## config.mk

```make
export PLATFORM = sky130hd
export DESIGN_NAME = mem_port_arbiter
export DESIGN_NICKNAME = d
export VERILOG_FILES = /design/src/rtl/mem_port_arbiter.sv
export SDC_FILE = /design/constraint.sdc
export NUM_CORES = 1
export LEC_CHECK = 0
export BUFFER_PORTS_ARGS = -buffer_cell sky130_fd_sc_hd__buf_2
export CORE_AREA = 2 2 639 641
export CTS_CLUSTER_SIZE = 16
export DETAILED_ROUTE_END_ITERATION = 16
export DIE_AREA = 0 0 641 643
export SLEW_MARGIN = 0
export SYNTH_ARGS = -nofsm -noshare
export SYNTH_HDL_FRONTEND = slang
export SYNTH_SLANG_ARGS = --single-unit
```

## constraint.sdc

```tcl
create_clock -name clk_i -period 4.77 [get_ports clk_i]
set_input_delay 0.477 -clock clk_i [delete_from_list [all_inputs] [get_ports clk_i]]
set_output_delay 0.477 -clock clk_i [all_outputs]
set_load 0.005 [all_outputs]
```

## src/rtl/mem_port_arbiter.sv

```systemverilog
// mem_port_arbiter
//   Shares the single line-wide Data_Memory port between two line-fill
//   requesters (port 0 = dcache, port 1 = icache/prefetcher) using the memory
//   enable/write/ack handshake. Round-robin arbitration, one transaction per
//   grant, a dead cycle after each grant so the memory can re-arm, and a
//   per-grant watchdog that aborts a grant the memory never acknowledges.
//
// Ports
//   clk_i, rst_i            clock (rising edge), synchronous active-high reset
//   reqN_enable_i           request, held high until reqN_ack_o
//   reqN_write_i            1 = write line, 0 = read line
//   reqN_addr_i/data_i      line address and write data
//   reqN_ack_o              1-cycle completion pulse
//   reqN_data_o             read data, qualified by reqN_ack_o
//   mem_enable_o/write_o/addr_o/data_o   request side of Data_Memory
//   mem_ack_i/data_i        response side of Data_Memory
//   grant_o                 one-hot current grant {g1,g0}, 00 when idle
//   timeout_o               sticky watchdog flag, cleared only by reset
module mem_port_arbiter #(
    parameter int unsigned ADDR_W  = 32,
    parameter int unsigned DATA_W  = 256,
    parameter int unsigned TIMEOUT = 64
) (
    input  logic              clk_i,
    input  logic              rst_i,

    input  logic              req0_enable_i,
    input  logic              req0_write_i,
    input  logic [ADDR_W-1:0] req0_addr_i,
    input  logic [DATA_W-1:0] req0_data_i,
    output logic              req0_ack_o,
    output logic [DATA_W-1:0] req0_data_o,

    input  logic              req1_enable_i,
    input  logic              req1_write_i,
    input  logic [ADDR_W-1:0] req1_addr_i,
    input  logic [DATA_W-1:0] req1_data_i,
    output logic              req1_ack_o,
    output logic [DATA_W-1:0] req1_data_o,

    output logic              mem_enable_o,
    output logic              mem_write_o,
    output logic [ADDR_W-1:0] mem_addr_o,
    output logic [DATA_W-1:0] mem_data_o,
    input  logic              mem_ack_i,
    input  logic [DATA_W-1:0] mem_data_i,

    output logic [1:0]        grant_o,
    output logic              timeout_o
);

    localparam int unsigned CntW = $clog2(TIMEOUT) + 1;

    typedef enum logic [1:0] {
        StIdle,
        StGnt0,
        StGnt1,
        StTurn
    } state_e;

    state_e          state_q;
    logic            last_grant_q;
    logic [CntW-1:0] wd_cnt_q;
    logic            timeout_q;
    logic [1:0]      grant_q;
    logic            mem_enable_q;
    logic            wd_expire;

    // Last cycle of the watchdog window; an ack in this same cycle still wins.
    assign wd_expire = (wd_cnt_q == CntW'(TIMEOUT - 1));

    always_ff @(posedge clk_i) begin
        if (rst_i) begin
            state_q      <= StIdle;
            last_grant_q <= 1'b1;
            wd_cnt_q     <= '0;
            timeout_q    <= 1'b0;
            grant_q      <= 2'b00;
            mem_enable_q <= 1'b0;
        end else begin
            unique case (state_q)
                StIdle: begin
                    // On a tie, port 0 wins when port 1 was served last.
                    if (req0_enable_i && (!req1_enable_i || last_grant_q)) begin
                        state_q      <= StGnt0;
                        grant_q      <= 2'b01;
                        mem_enable_q <= 1'b1;
                        wd_cnt_q     <= '0;
                    end else if (req1_enable_i) begin
                        state_q      <= StGnt1;
                        grant_q      <= 2'b10;
                        mem_enable_q <= 1'b1;
                        wd_cnt_q     <= '0;
                    end
                end
                StGnt0, StGnt1: begin
                    if (mem_ack_i || wd_expire) begin
                        state_q      <= StTurn;
                        grant_q      <= 2'b00;
                        mem_enable_q <= 1'b0;
                        last_grant_q <= (state_q == StGnt1);
                        if (!mem_ack_i) begin
                            timeout_q <= 1'b1;
                        end
                    end else if (wd_cnt_q != '1) begin
                        wd_cnt_q <= wd_cnt_q + 1'b1;
                    end
                end
                StTurn: begin
                    state_q <= StIdle;
                end
            endcase
        end
    end

    // Request path muxes and ack routing; a requester that dropped its enable
    // mid-grant gets no ack pulse even though the memory ack is consumed.
    always_comb begin
        mem_write_o = 1'b0;
        mem_addr_o  = '0;
        mem_data_o  = '0;
        req0_ack_o  = 1'b0;
        req1_ack_o  = 1'b0;
        unique case (state_q)
            StGnt0: begin
                mem_write_o = req0_write_i;
                mem_addr_o  = req0_addr_i;
                mem_data_o  = req0_data_i;
                req0_ack_o  = mem_ack_i & req0_enable_i;
            end
            StGnt1: begin
                mem_write_o = req1_write_i;
                mem_addr_o  = req1_addr_i;
                mem_data_o  = req1_data_i;
                req1_ack_o  = mem_ack_i & req1_enable_i;
            end
            default: begin
            end
        endcase
    end

    assign mem_enable_o = mem_enable_q;
    assign grant_o      = grant_q;
    assign timeout_o    = timeout_q;
    assign req0_data_o  = mem_data_i;
    assign req1_data_o  = mem_data_i;

endmodule

```

==> metrics.txt, run 1 <==
# TYPE chip_impl_metric gauge
chip_impl_metric{name="initial_utilization",unit="%"} 2.21
chip_impl_info{name="yosys-top-cells-count",value="sky130_fd_sc_hd__buf_4, sky130_fd_sc_hd__nor2b_1, sky130_fd_sc_hd__a22oi_1"} 1
chip_impl_metric{name="finClkSkew",unit="ns"} 0.0119
chip_impl_metric{name="num_vias",unit=""} 14500
chip_impl_metric{name="dr.pass1.iters",unit=""} 7
chip_impl_metric{name="layout_cell_share_with_drive_strength_beyond_1",unit="%"} 59.6
chip_impl_metric{name="cts.htree.levels",unit=""} 1
chip_impl_metric{name="synth.top_cell.area_share",unit="%"} 42.8
chip_impl_info{name="worstSetupStartpointType",value="flop"} 1
chip_impl_metric{name="number_of_antenna_violations_at_the_first_check_in_global_routing",unit=""} 376
chip_impl_metric{name="worst-path-max-fanout",unit=""} 78
chip_impl_info{name="grt_setup_unrepaired",value="no"} 1
chip_impl_metric{name="floorplan.die.height",unit="um"} 643
chip_impl_metric{name="postSynth.asyncResetShare",unit="%"} 0
chip_impl_metric{name="maximum_number_of_pins_on_one_net_before_global_route_repair",unit=""} 90
chip_impl_metric{name="report.final.hold_viol_count",unit=""} 0
chip_impl_info{name="cpMaxStageDelayCell",value="sky130_fd_sc_hd__nor2b_1"} 1
chip_impl_metric{name="worst_ep_arrival_time",unit="ns"} 2.84
chip_impl_metric{name="drc_violations_left",unit=""} 0
chip_impl_metric{name="power.density_cell_area",unit="nW/um2"} 410
chip_impl_metric{name="timing.final.crit_share",unit="%"} 69.6
chip_impl_info{name="endpoint_kind",value="output port"} 1
chip_impl_metric{name="post_synth_edffs",unit=""} 0
chip_impl_metric{name="dp_hpwl",unit="um"} 349000
chip_impl_metric{name="antenna_violating_nets_remaining",unit=""} 0
chip_impl_metric{name="cts.repair_timing.setup_buffer_count",unit=""} 0
chip_impl_metric{name="routed_wire_length_per_instance",unit="um"} 50.5
chip_impl_info{name="synthMostInstantiatedCell",value="sky130_fd_sc_hd__buf_4"} 1
chip_impl_metric{name="postLayoutCoreUtil",unit="%"} 4.31
chip_impl_metric{name="drt-vias-per-instance",unit=""} 1.99
chip_impl_metric{name="fin_crit",unit="ns"} 3.32
chip_impl_metric{name="nets",unit=""} 2439
chip_impl_info{name="min-delay-path-class",value="flop to flop"} 1
chip_impl_metric{name="grt_usage",unit="%"} 17.1
chip_impl_metric{name="postLayoutSetupSlackWorst",unit="ns"} 1.45
chip_impl_metric{name="slew_viol_final",unit=""} 0
chip_impl_metric{name="wl",unit="um"} 369000
chip_impl_info{name="clock_tree_from_tritoncts",value="done"} 1
chip_impl_metric{name="die_area",unit="um2"} 412000
chip_impl_metric{name="pre_cts_ws",unit="ns"} 1.45
chip_impl_info{name="critical_path.cell_chain",value="inv_1 -> ha_4 -> buf_12 -> nor2b_1 -> buf_2"} 1
chip_impl_metric{name="floorplan.core_area",unit="um2"} 405000
chip_impl_metric{name="cts_made_buffers",unit=""} 3
chip_impl_info{name="netlist_top_cells_area",value="sky130_fd_sc_hd__buf_4, sky130_fd_sc_hd__a22oi_1, sky130_fd_sc_hd__nor2b_1"} 1
chip_impl_metric{name="first_iter_violations",unit=""} 1379
chip_impl_metric{name="ctsResizeCount",unit=""} 0
chip_impl_metric{name="setup-violations-final",unit=""} 0
chip_impl_metric{name="clock-sinks",unit=""} 14
chip_impl_metric{name="gp_congestion",unit=""} 0.962
chip_impl_info{name="postSynth.topFlopCell",value="sky130_fd_sc_hd__dfxtp_1"} 1
chip_impl_metric{name="total_overflow_reported_by_the_global_router",unit=""} 0
chip_impl_metric{name="cts-root-to-sink-buffers",unit=""} 2
chip_impl_metric{name="grt_pass1_vias",unit=""} 11300
chip_impl_metric{name="clock_insertion_delay_worst_skew",unit="ns"} 0.26
chip_impl_metric{name="synth.avg_cell_area",unit="um2"} 7.03
chip_impl_metric{name="ff2ff_setup_slack",unit="ns"} 2.13
chip_impl_metric{name="rows",unit=""} 234
chip_impl_metric{name="clk_pin_slew",unit="ns"} 0.06
chip_impl_info{name="clock_root_buffer",value="sky130_fd_sc_hd__clkbuf_16"} 1
chip_impl_metric{name="yosysUniqueCellTypes",unit=""} 38
chip_impl_metric{name="worstPathRequired",unit="ns"} 4.29
chip_impl_metric{name="whs",unit="ns"} 0.477
chip_impl_metric{name="synth.yosys.seq_area_share",unit="%"} 3.12
chip_impl_metric{name="synthToLayoutAreaGrowth",unit="%"} 94.6
chip_impl_metric{name="ys.warnings.count",unit=""} 0
chip_impl_metric{name="max_clock_freq",unit="MHz"} 301
chip_impl_metric{name="ir_drop",unit="uV"} 396
chip_impl_metric{name="power.static_leakage",unit="uW"} 0.00533
chip_impl_metric{name="slew_worst_pin",unit="ns"} 1.13
chip_impl_info{name="yosysTopAreaCell",value="sky130_fd_sc_hd__buf_4"} 1
chip_impl_metric{name="synth_area",unit="um2"} 8970
chip_impl_metric{name="die_w",unit="um"} 641
chip_impl_metric{name="io_buffer_count",unit=""} 877
chip_impl_metric{name="maxCapViolCount",unit=""} 0
chip_impl_metric{name="crit_path_max_incr_delay",unit="ns"} 0.72
chip_impl_metric{name="slew_headroom",unit="%"} 24.6
chip_impl_metric{name="grt_first_pass_wirelength",unit="um"} 393000
chip_impl_metric{name="synth_cells",unit=""} 1277
chip_impl_metric{name="synth.net_count",unit=""} 2120
chip_impl_metric{name="cts.hold.buffers_added",unit=""} 0
chip_impl_info{name="timing_worst_setup_path_type",value="flop to output port"} 1
chip_impl_info{name="run_status",value="finished clean"} 1
chip_impl_metric{name="num_io_pins",unit=""} 1646
chip_impl_metric{name="synth.ff_latch_count",unit=""} 14
chip_impl_metric{name="final.setup.tns",unit="ns"} 0
layer usage:
metal	global-route usage, %	share of wire (%)	up-vias
li1	-	-	4845
met1	11.1	23	6000
met2	27.9	46	2562
met3	21.4	26	874
met4	6.53	4.6	228
met5	1.54	0.63	-
path summary, 6_finish.rpt:
path / cells after the start / end / start
worst min-delay path: 2 / last_grant_q / last_grant_q
worst max register to register: 7 / wd_cnt_q[4] / state_q[0]
worst min register to register: 2 / last_grant_q / last_grant_q
worst max-delay path: 5 / mem_data_o[86] / state_q[0]
state kept, by name (all words and copies together), names as in the netlist:
name and cells:
wd_cnt_q 7, grant_o 2, state_q 2, last_grant_q 1
mem_enable_o 1, timeout_o 1
logic make-up after synthesis:
kind of cell             Yosys count  share of synthesized area (%)
multiplexers                       1                          0.112
flip-flops                        14                           3.12
AO/OA/AOI/OAI                    319                           26.4
adder cells (fa/ha/maj)            4                          0.558
buffers and inverters            614                           47.2
AND/OR/NAND/NOR                  325                           22.5
worst max-delay path, delay by kind of cell (launching register included):
| family | cells | cell delay [ns] |
|---|---|---|
| AND/OR/NAND/NOR | 1 | 0.72 |
| flip-flops | 1 | 0.39 |
| adder cells (fa/ha/maj) | 1 | 0.56 |
| buffers and inverters | 3 | 0.74 |
placed cells by master, fill, tap and decap left out, types with 2 or more instances in the layout:
cell,n
sky130_fd_sc_hd__a21oi_1,9
sky130_fd_sc_hd__nor3_1,3
sky130_fd_sc_hd__a22oi_2,15
sky130_fd_sc_hd__or3_1,2
sky130_fd_sc_hd__a41oi_1,2
sky130_fd_sc_hd__buf_6,10
sky130_fd_sc_hd__a311oi_1,2
sky130_fd_sc_hd__nand3_1,4
sky130_fd_sc_hd__nand2b_1,4
sky130_fd_sc_hd__nand2_1,8
sky130_fd_sc_hd__o21ai_0,7
sky130_fd_sc_hd__buf_4,9
sky130_fd_sc_hd__and3_1,3
sky130_fd_sc_hd__diode_2,271
sky130_fd_sc_hd__nor2_1,4
sky130_fd_sc_hd__ha_4,3
sky130_fd_sc_hd__buf_2,877
sky130_fd_sc_hd__a22oi_1,274
sky130_fd_sc_hd__nor2b_1,291
sky130_fd_sc_hd__dfxtp_1,14
sky130_fd_sc_hd__buf_8,18
sky130_fd_sc_hd__buf_12,9
sky130_fd_sc_hd__clkbuf_16,3
sky130_fd_sc_hd__inv_1,3
through the flow:
stage	cell area, um2	cells	total power, uW
final	17500	7294	7160
after global routing	17300	7216	7520
after CTS	16800	7023	7450
after detailed placement	16700	7019	7220
after global placement	16200	6990	6840
after floorplan	8970	1277	3030
layout make-up:
cell class	instances	area (um2)
Clock buffer	4	88.8
Sequential cell	14	280
Fill cell	48500	388000
Inverter	4	15.0
Multi-Input combinational cell	649	4570
Timing Repair Buffer	924	5050
Antenna cell	271	678
Tap cell	5428	6790
where the power goes:
group	switching (uW)	leakage (uW)	internal (uW)	total [uW]
registers	17.5	0.000114	140	158
logic	4580	0.00517	2240	6820
clock network	61.4	0.0000459	128	189
No activity file was read; power rests on OpenSTA's default activity.
==> run 2, diff against run 1 <==
Settings changed: CORE_AREA 2 2 639 641 to 2 2 640 642, DIE_AREA 0 0 641 643 to 0 0 642 644.
Clock period 4.77 ns to 2.9 ns, I/O delays scaled along.
==> metrics.txt, run 2 (synthesis results as in run 1) <==
# TYPE chip_impl_metric gauge
chip_impl_info{name="worst_r2r_endpoint",value="wd_cnt_q[4]"} 1
chip_impl_metric{name="grt_first_pass_wirelength",unit="um"} 387000
chip_impl_info{name="endpoint_kind",value="output port"} 1
chip_impl_metric{name="gp_congestion",unit=""} 1.28
chip_impl_metric{name="drt-vias-per-instance",unit=""} 2.01
chip_impl_metric{name="whs",unit="ns"} 0.391
chip_impl_info{name="cpMaxStageDelayCell",value="sky130_fd_sc_hd__ha_4"} 1
chip_impl_metric{name="rows",unit=""} 235
chip_impl_metric{name="slew_worst_pin",unit="ns"} 0.684
chip_impl_metric{name="number_of_antenna_violations_at_the_first_check_in_global_routing",unit=""} 373
chip_impl_metric{name="die_w",unit="um"} 642
chip_impl_metric{name="report.final.hold_viol_count",unit=""} 0
chip_impl_metric{name="worstPathRequired",unit="ns"} 2.61
chip_impl_metric{name="ir_drop",unit="uV"} 425
chip_impl_metric{name="cts.htree.levels",unit=""} 1
chip_impl_metric{name="slew_viol_final",unit=""} 0
chip_impl_info{name="min-delay-path-class",value="input port to flop"} 1
chip_impl_metric{name="power.density_cell_area",unit="nW/um2"} 646
chip_impl_metric{name="power.static_leakage",unit="uW"} 0.00546
chip_impl_metric{name="wl",unit="um"} 361000
chip_impl_metric{name="groute.layer.met1.usage",unit="%"} 11.0
chip_impl_info{name="layout_common_cells",value="sky130_fd_sc_hd__buf_2, sky130_fd_sc_hd__nor2b_1, sky130_fd_sc_hd__a22oi_1"} 1
chip_impl_metric{name="dp_hpwl",unit="um"} 343000
chip_impl_metric{name="grt_usage",unit="%"} 16.6
chip_impl_info{name="grt_setup_unrepaired",value="no"} 1
chip_impl_metric{name="crit_path_max_incr_delay",unit="ns"} 0.56
chip_impl_info{name="top_register",value="wd_cnt_q"} 1
chip_impl_metric{name="clock-sinks",unit=""} 14
chip_impl_metric{name="seqPwrFrac",unit="%"} 2.2
chip_impl_metric{name="timing.final.crit_share",unit="%"} 96.6
chip_impl_metric{name="worst_ep_arrival_time",unit="ns"} 2.51
chip_impl_info{name="timing_worst_setup_path_type",value="flop to output port"} 1
chip_impl_metric{name="worst-path-max-fanout",unit=""} 17
chip_impl_metric{name="largest_register_ff_count",unit=""} 7
chip_impl_metric{name="worst-r2r-cell-count",unit=""} 6
chip_impl_metric{name="placement.cell_area",unit="um2"} 17600
chip_impl_metric{name="maxCapViolCount",unit=""} 0
chip_impl_metric{name="finClkSkew",unit="ns"} 0.000974
chip_impl_metric{name="fin_crit",unit="ns"} 2.80
chip_impl_metric{name="p_clk_share",unit="%"} 2.2
chip_impl_info{name="r2r_start",value="state_q[0]"} 1
chip_impl_metric{name="cts-root-to-sink-buffers",unit=""} 2
chip_impl_metric{name="total_power",unit="uW"} 11800
chip_impl_metric{name="floorplan.die.height",unit="um"} 644
chip_impl_metric{name="final.setup.tns",unit="ns"} 0
chip_impl_metric{name="initial_utilization",unit="%"} 2.20
chip_impl_metric{name="ff2ff_setup_slack",unit="ns"} 0.75
chip_impl_metric{name="die_area",unit="um2"} 413000
chip_impl_metric{name="max_clock_freq",unit="MHz"} 357
chip_impl_metric{name="grt_pass1_vias",unit=""} 11000
chip_impl_metric{name="num_io_pins",unit=""} 1646
chip_impl_info{name="worstSetupStartpointType",value="flop"} 1
chip_impl_info{name="critical_path.cell_chain",value="inv_1 -> ha_4 -> buf_12 -> a22oi_1 -> buf_8 -> nor2b_1 -> buf_12"} 1
chip_impl_metric{name="antenna_violating_nets_remaining",unit=""} 0
chip_impl_metric{name="critical_path_buf_inv_count",unit=""} 4
chip_impl_metric{name="maximum_number_of_pins_on_one_net_before_global_route_repair",unit=""} 75
chip_impl_metric{name="synthToLayoutAreaGrowth",unit="%"} 103
chip_impl_metric{name="ctsResizeCount",unit=""} 0
chip_impl_metric{name="first_iter_violations",unit=""} 1565
chip_impl_metric{name="clk_pin_slew",unit="ns"} 0.05
chip_impl_metric{name="final_design_area_no_fill",unit="um2"} 18200
chip_impl_metric{name="cts.hold.buffers_added",unit=""} 0
chip_impl_metric{name="multiInputGateArea",unit="um2"} 4490
chip_impl_metric{name="area_taken_by_flip_flops_and_latches",unit="um2"} 280
chip_impl_metric{name="gr-usage-met2",unit="%"} 25.2
chip_impl_metric{name="netSwitchingPower",unit="uW"} 7030
chip_impl_metric{name="io_buffer_count",unit=""} 877
chip_impl_metric{name="share_comb_of_total_power",unit="%"} 95.6
chip_impl_metric{name="layout_cell_share_with_drive_strength_beyond_1",unit="%"} 58.5
chip_impl_info{name="run_status",value="finished clean"} 1
chip_impl_metric{name="power_report.internal_total",unit="uW"} 4760
chip_impl_metric{name="cp.depth",unit=""} 7
chip_impl_metric{name="num_vias",unit=""} 14600
chip_impl_metric{name="power_switching_share",unit="%"} 59.6
chip_impl_metric{name="floorplan.core_area",unit="um2"} 408000
chip_impl_metric{name="cts_made_buffers",unit=""} 3
chip_impl_metric{name="global_route.usage.met3",unit="%"} 22.4
chip_impl_metric{name="drc_violations_left",unit=""} 0
chip_impl_info{name="grt-busiest-layer",value="met2"} 1
chip_impl_info{name="crit_path_end",value="mem_data_o[58]"} 1
chip_impl_metric{name="routed_wire_length_per_instance",unit="um"} 49.7
chip_impl_info{name="worstSetupStartpoint",value="state_q[0]"} 1
chip_impl_info{name="path_delay_family",value="buffers and inverters"} 1
chip_impl_metric{name="setup-violations-final",unit=""} 0
chip_impl_metric{name="clock_insertion_delay_worst_skew",unit="ns"} 0.25
chip_impl_info{name="final_common_cell",value="sky130_fd_sc_hd__buf_2"} 1
chip_impl_metric{name="dr.pass1.iters",unit=""} 6
chip_impl_info{name="most_frequent_cell_on_the_critical_path",value="sky130_fd_sc_hd__buf_12"} 1
chip_impl_metric{name="total_overflow_reported_by_the_global_router",unit=""} 0
chip_impl_metric{name="cts.repair_timing.setup_buffer_count",unit=""} 0
chip_impl_info{name="clock_root_buffer",value="sky130_fd_sc_hd__clkbuf_16"} 1
chip_impl_metric{name="slew_headroom",unit="%"} 53.9
chip_impl_metric{name="nets",unit=""} 2432
chip_impl_info{name="clock_tree_from_tritoncts",value="done"} 1
chip_impl_metric{name="n_fill_cell",unit=""} 48700
-- run 2: changes by cell type in the layout (fill, tap and decap cells not counted), moves of 15 or more --
cell | before | now
sky130_fd_sc_hd__diode_2 | 271 | 223
sky130_fd_sc_hd__buf_2 | 877 | 807
sky130_fd_sc_hd__a22oi_1 | 274 | 289
sky130_fd_sc_hd__a22oi_2 | 15 | 0
sky130_fd_sc_hd__buf_8 | 18 | 2
sky130_fd_sc_hd__buf_12 | 9 | 88
-- run 2: worst min path at each step --
stage                  startpoint            to  slack, ns  cells after the start
floorplan                   rst_i   wd_cnt_q[3]       0.36                      1
global placement     last_grant_q  last_grant_q       0.45                      2
detailed placement   last_grant_q  last_grant_q       0.46                      2
CTS                 req0_enable_i    grant_o[0]       0.39                      3
global route        req0_enable_i    grant_o[0]       0.40                      3
finish              req0_enable_i    grant_o[0]       0.39                      3
-- run 2: final cells by class --
type                            count  share of cell area, %
Antenna cell                      223                   3.06
Tap cell                         5451                   37.4
Sequential cell                    14                   1.54
Multi-Input combinational cell    649                   24.6
Timing Repair Buffer              917                   32.9
Inverter                            4                 0.0823
Clock buffer                        3                  0.412
-- run 2: per-layer routing --
| layer | vias up | wire length (um) |
|---|---|---|
| met1 | 5992 | 84000 |
| met2 | 2585 | 153000 |
| li1 | 4779 | - |
| met3 | 950 | 101000 |
| met5 | - | 2840 |
| met4 | 262 | 19500 |
-- run 2: worst reg2reg max path: stages (launching register included) --
cell and delay, ns:
sky130_fd_sc_hd__dfxtp_1 0.39, sky130_fd_sc_hd__inv_1 0.14, sky130_fd_sc_hd__ha_4 0.51, sky130_fd_sc_hd__and2b_1 0.30, sky130_fd_sc_hd__nor4_4 0.36, sky130_fd_sc_hd__nor2_1 0.10
sky130_fd_sc_hd__a311oi_1 0.27
-- run 2: per-stage QoR --
step | setup WS (ns) | instances | util [%]
6_report | 0.0994 | 7261 | 4.47
5_1_grt | 0.0323 | 7201 | 4.44
4_1_cts | 0.0785 | 7038 | 4.34
3_5_place_dp | 0.361 | 7035 | 4.32
3_3_place_gp | -0.470 | 7029 | 4.30
2_1_floorplan | 1.13 | 1277 | -
-- run 2: power groups by stage --
| stage | clock network (uW) | registers [uW] | logic, uW |
|---|---|---|---|
| after floorplan | 0 | 254 | 4740 |
| after global placement | 0 | 261 | 11400 |
| after detailed placement | 0 | 262 | 11600 |
| after CTS | 266 | 258 | 11700 |
| after global routing | 274 | 263 | 12000 |
| final | 263 | 259 | 11300 |
==> run 3, diff against run 2 <==
Settings changed: CAP_MARGIN from default to 5, CORE_AREA 2 2 640 642 to 2 2 634 636, DIE_AREA 0 0 642 644 to 0 0 636 638.
Clock period 2.9 ns to 2.95 ns, I/O delays scaled along.
==> metrics.txt, run 3 (synthesis results as in run 1) <==
# TYPE chip_impl_metric gauge
chip_impl_info{name="run_status",value="finished, violations left"} 1
chip_impl_info{name="violations",value="negative setup slack"} 1
chip_impl_metric{name="synthToLayoutAreaGrowth",unit="%"} 110
chip_impl_info{name="clock_root_buffer",value="sky130_fd_sc_hd__clkbuf_16"} 1
chip_impl_metric{name="wl",unit="um"} 351000
chip_impl_metric{name="finClkSkew",unit="ns"} 0.00269
chip_impl_metric{name="gp_congestion",unit=""} 1.13
chip_impl_metric{name="layout_cell_share_with_drive_strength_beyond_1",unit="%"} 63.3
chip_impl_metric{name="final.setup.tns",unit="ns"} -0.559
chip_impl_info{name="endpoint_kind",value="output port"} 1
chip_impl_metric{name="worst_ep_arrival_time",unit="ns"} 2.90
chip_impl_metric{name="postLayoutSetupSlackWorst",unit="ns"} -0.242
chip_impl_metric{name="max_clock_freq",unit="MHz"} 313
chip_impl_info{name="top_register",value="wd_cnt_q"} 1
chip_impl_info{name="worstSetupStartpoint",value="state_q[0]"} 1
chip_impl_metric{name="grt_pass1_vias",unit=""} 11800
chip_impl_metric{name="die_area",unit="um2"} 406000
chip_impl_metric{name="worst-r2r-cell-count",unit=""} 7
chip_impl_metric{name="cts.repair_timing.setup_buffer_count",unit=""} 0
chip_impl_metric{name="worstPathRequired",unit="ns"} 2.65
chip_impl_metric{name="fin_crit",unit="ns"} 3.19
chip_impl_metric{name="grt_usage",unit="%"} 16.5
chip_impl_metric{name="postLayoutCoreUtil",unit="%"} 4.72
chip_impl_metric{name="dr.pass1.iters",unit=""} 7
chip_impl_metric{name="slew_worst_pin",unit="ns"} 1.41
chip_impl_info{name="grt_setup_unrepaired",value="yes"} 1
chip_impl_metric{name="timing.final.crit_share",unit="%"} 108
chip_impl_metric{name="maximum_number_of_pins_on_one_net_before_global_route_repair",unit=""} 73
chip_impl_metric{name="dp_hpwl",unit="um"} 333000
chip_impl_metric{name="rows",unit=""} 232
chip_impl_metric{name="cts-root-to-sink-buffers",unit=""} 2
chip_impl_metric{name="pre_cts_ws",unit="ns"} -0.153
chip_impl_metric{name="floorplan.die.height",unit="um"} 638
chip_impl_metric{name="worst-path-max-fanout",unit=""} 67
chip_impl_metric{name="cts_made_buffers",unit=""} 3
chip_impl_metric{name="first_iter_violations",unit=""} 1560
chip_impl_info{name="min-delay-path-class",value="input port to flop"} 1
chip_impl_metric{name="die_w",unit="um"} 636
chip_impl_metric{name="ff2ff_setup_slack",unit="ns"} 0.42
chip_impl_metric{name="grt_first_pass_wirelength",unit="um"} 377000
chip_impl_metric{name="num_vias",unit=""} 14700
chip_impl_info{name="worst_r2r_endpoint",value="wd_cnt_q[3]"} 1
chip_impl_metric{name="total_power",unit="uW"} 13300
chip_impl_metric{name="largest_register_ff_count",unit=""} 7
chip_impl_metric{name="initial_utilization",unit="%"} 2.25
chip_impl_metric{name="clock_insertion_delay_worst_skew",unit="ns"} 0.25
chip_impl_metric{name="setup-violations-final",unit=""} 4
chip_impl_metric{name="report.final.hold_viol_count",unit=""} 0
chip_impl_info{name="timing_worst_setup_path_type",value="flop to output port"} 1
chip_impl_metric{name="power.density_cell_area",unit="nW/um2"} 706
chip_impl_metric{name="floorplan.core_area",unit="um2"} 399000
chip_impl_metric{name="clock-sinks",unit=""} 14
chip_impl_info{name="worstSetupStartpointType",value="flop"} 1
chip_impl_metric{name="antenna_violating_nets_remaining",unit=""} 0
chip_impl_info{name="final_common_cell",value="sky130_fd_sc_hd__buf_2"} 1
chip_impl_metric{name="clk_pin_slew",unit="ns"} 0.05
chip_impl_metric{name="slew_headroom",unit="%"} 6.16
chip_impl_info{name="layout_common_cells",value="sky130_fd_sc_hd__buf_2, sky130_fd_sc_hd__nor2b_1, sky130_fd_sc_hd__a22oi_1"} 1
chip_impl_metric{name="routed_wire_length_per_instance",unit="um"} 49.0
chip_impl_metric{name="num_io_pins",unit=""} 1646
chip_impl_metric{name="cts.hold.buffers_added",unit=""} 0
chip_impl_metric{name="ir_drop",unit="uV"} 555
chip_impl_metric{name="cts.htree.levels",unit=""} 1
chip_impl_info{name="clock_tree_from_tritoncts",value="done"} 1
chip_impl_metric{name="nets",unit=""} 2475
chip_impl_metric{name="slew_viol_final",unit=""} 0
chip_impl_metric{name="drc_violations_left",unit=""} 0
chip_impl_info{name="crit_path_end",value="mem_data_o[179]"} 1
chip_impl_metric{name="whs",unit="ns"} 0.406
chip_impl_metric{name="total_overflow_reported_by_the_global_router",unit=""} 0
chip_impl_metric{name="number_of_antenna_violations_at_the_first_check_in_global_routing",unit=""} 377
chip_impl_metric{name="maxCapViolCount",unit=""} 0
chip_impl_metric{name="drt-vias-per-instance",unit=""} 2.05
chip_impl_metric{name="n_fill_cell",unit=""} 47400
chip_impl_info{name="r2r_start",value="state_q[0]"} 1
chip_impl_metric{name="power.static_leakage",unit="uW"} 0.00578
chip_impl_metric{name="io_buffer_count",unit=""} 877
## run 3: cell count changes in the layout (fill, tap and decap cells not counted)
cell	change
sky130_fd_sc_hd__a22oi_1	-60
sky130_fd_sc_hd__a22oi_2	+60
sky130_fd_sc_hd__buf_12	-16
sky130_fd_sc_hd__buf_2	+16
sky130_fd_sc_hd__buf_4	-4
sky130_fd_sc_hd__buf_6	+3
sky130_fd_sc_hd__buf_8	+44
sky130_fd_sc_hd__clkbuf_8	+1
sky130_fd_sc_hd__diode_2	+34
## run 3: what timing repair did
action,4_1_cts,5_1_grt
endpoints found under the setup margin,20,12
hold endpoints to repair,0,0
gates resized for setup,20,5
## run 3: worst min path at each step
stage                        startpoint            to  cells past startpoint
after floorplan                   rst_i   wd_cnt_q[3]                      1
after global placement     last_grant_q  last_grant_q                      2
after detailed placement   last_grant_q  last_grant_q                      2
after CTS                 req0_enable_i    grant_o[0]                      3
after global routing              rst_i     timeout_o                      2
final                     req0_enable_i    grant_o[0]                      3
## run 3: critical path: stages, from the launching register on
cell                      delay [ns]
sky130_fd_sc_hd__dfxtp_1        0.39
sky130_fd_sc_hd__inv_1          0.13
sky130_fd_sc_hd__ha_4           0.23
sky130_fd_sc_hd__buf_12         0.17
sky130_fd_sc_hd__a22oi_1        1.16
sky130_fd_sc_hd__nor2b_1        0.16
sky130_fd_sc_hd__buf_2          0.22
## run 3: routing by layer
layer  global-route usage (%)  share of wire [%]  wire [um]  vias to the layer above
met4                     6.37                4.4      15500                      248
li1                         -                  -          -                     4906
met2                     25.7                 44     155000                     2560
met1                     11.1                 24      82800                     6112
met5                     1.84               0.72       2520                        -
met3                     21.5                 27      95400                      850
## run 3: layout make-up
type,count,area [um2],area share [%]
diodes,257,643,3.42
multi-input cells,649,4790,25.5
flip-flops and latches,14,280,1.49
repair buffers,960,6420,34.1
clock buffers,4,88.8,0.472
well taps,5265,6590,35.0
inverters,4,15.0,0.0798
## run 3: per-stage QoR
stage / instances / instance area, um2
2_1_floorplan: 1277 / 8970
3_3_place_gp: 6839 / 17000
3_5_place_dp: 6892 / 18000
4_1_cts: 6896 / 18200
5_1_grt: 7040 / 18500
6_report: 7153 / 18800
## run 3: power by group
group	internal (uW)	switching [uW]
Sequential	227	28.6
Combinational	4810	7930
Clock	206	89.1
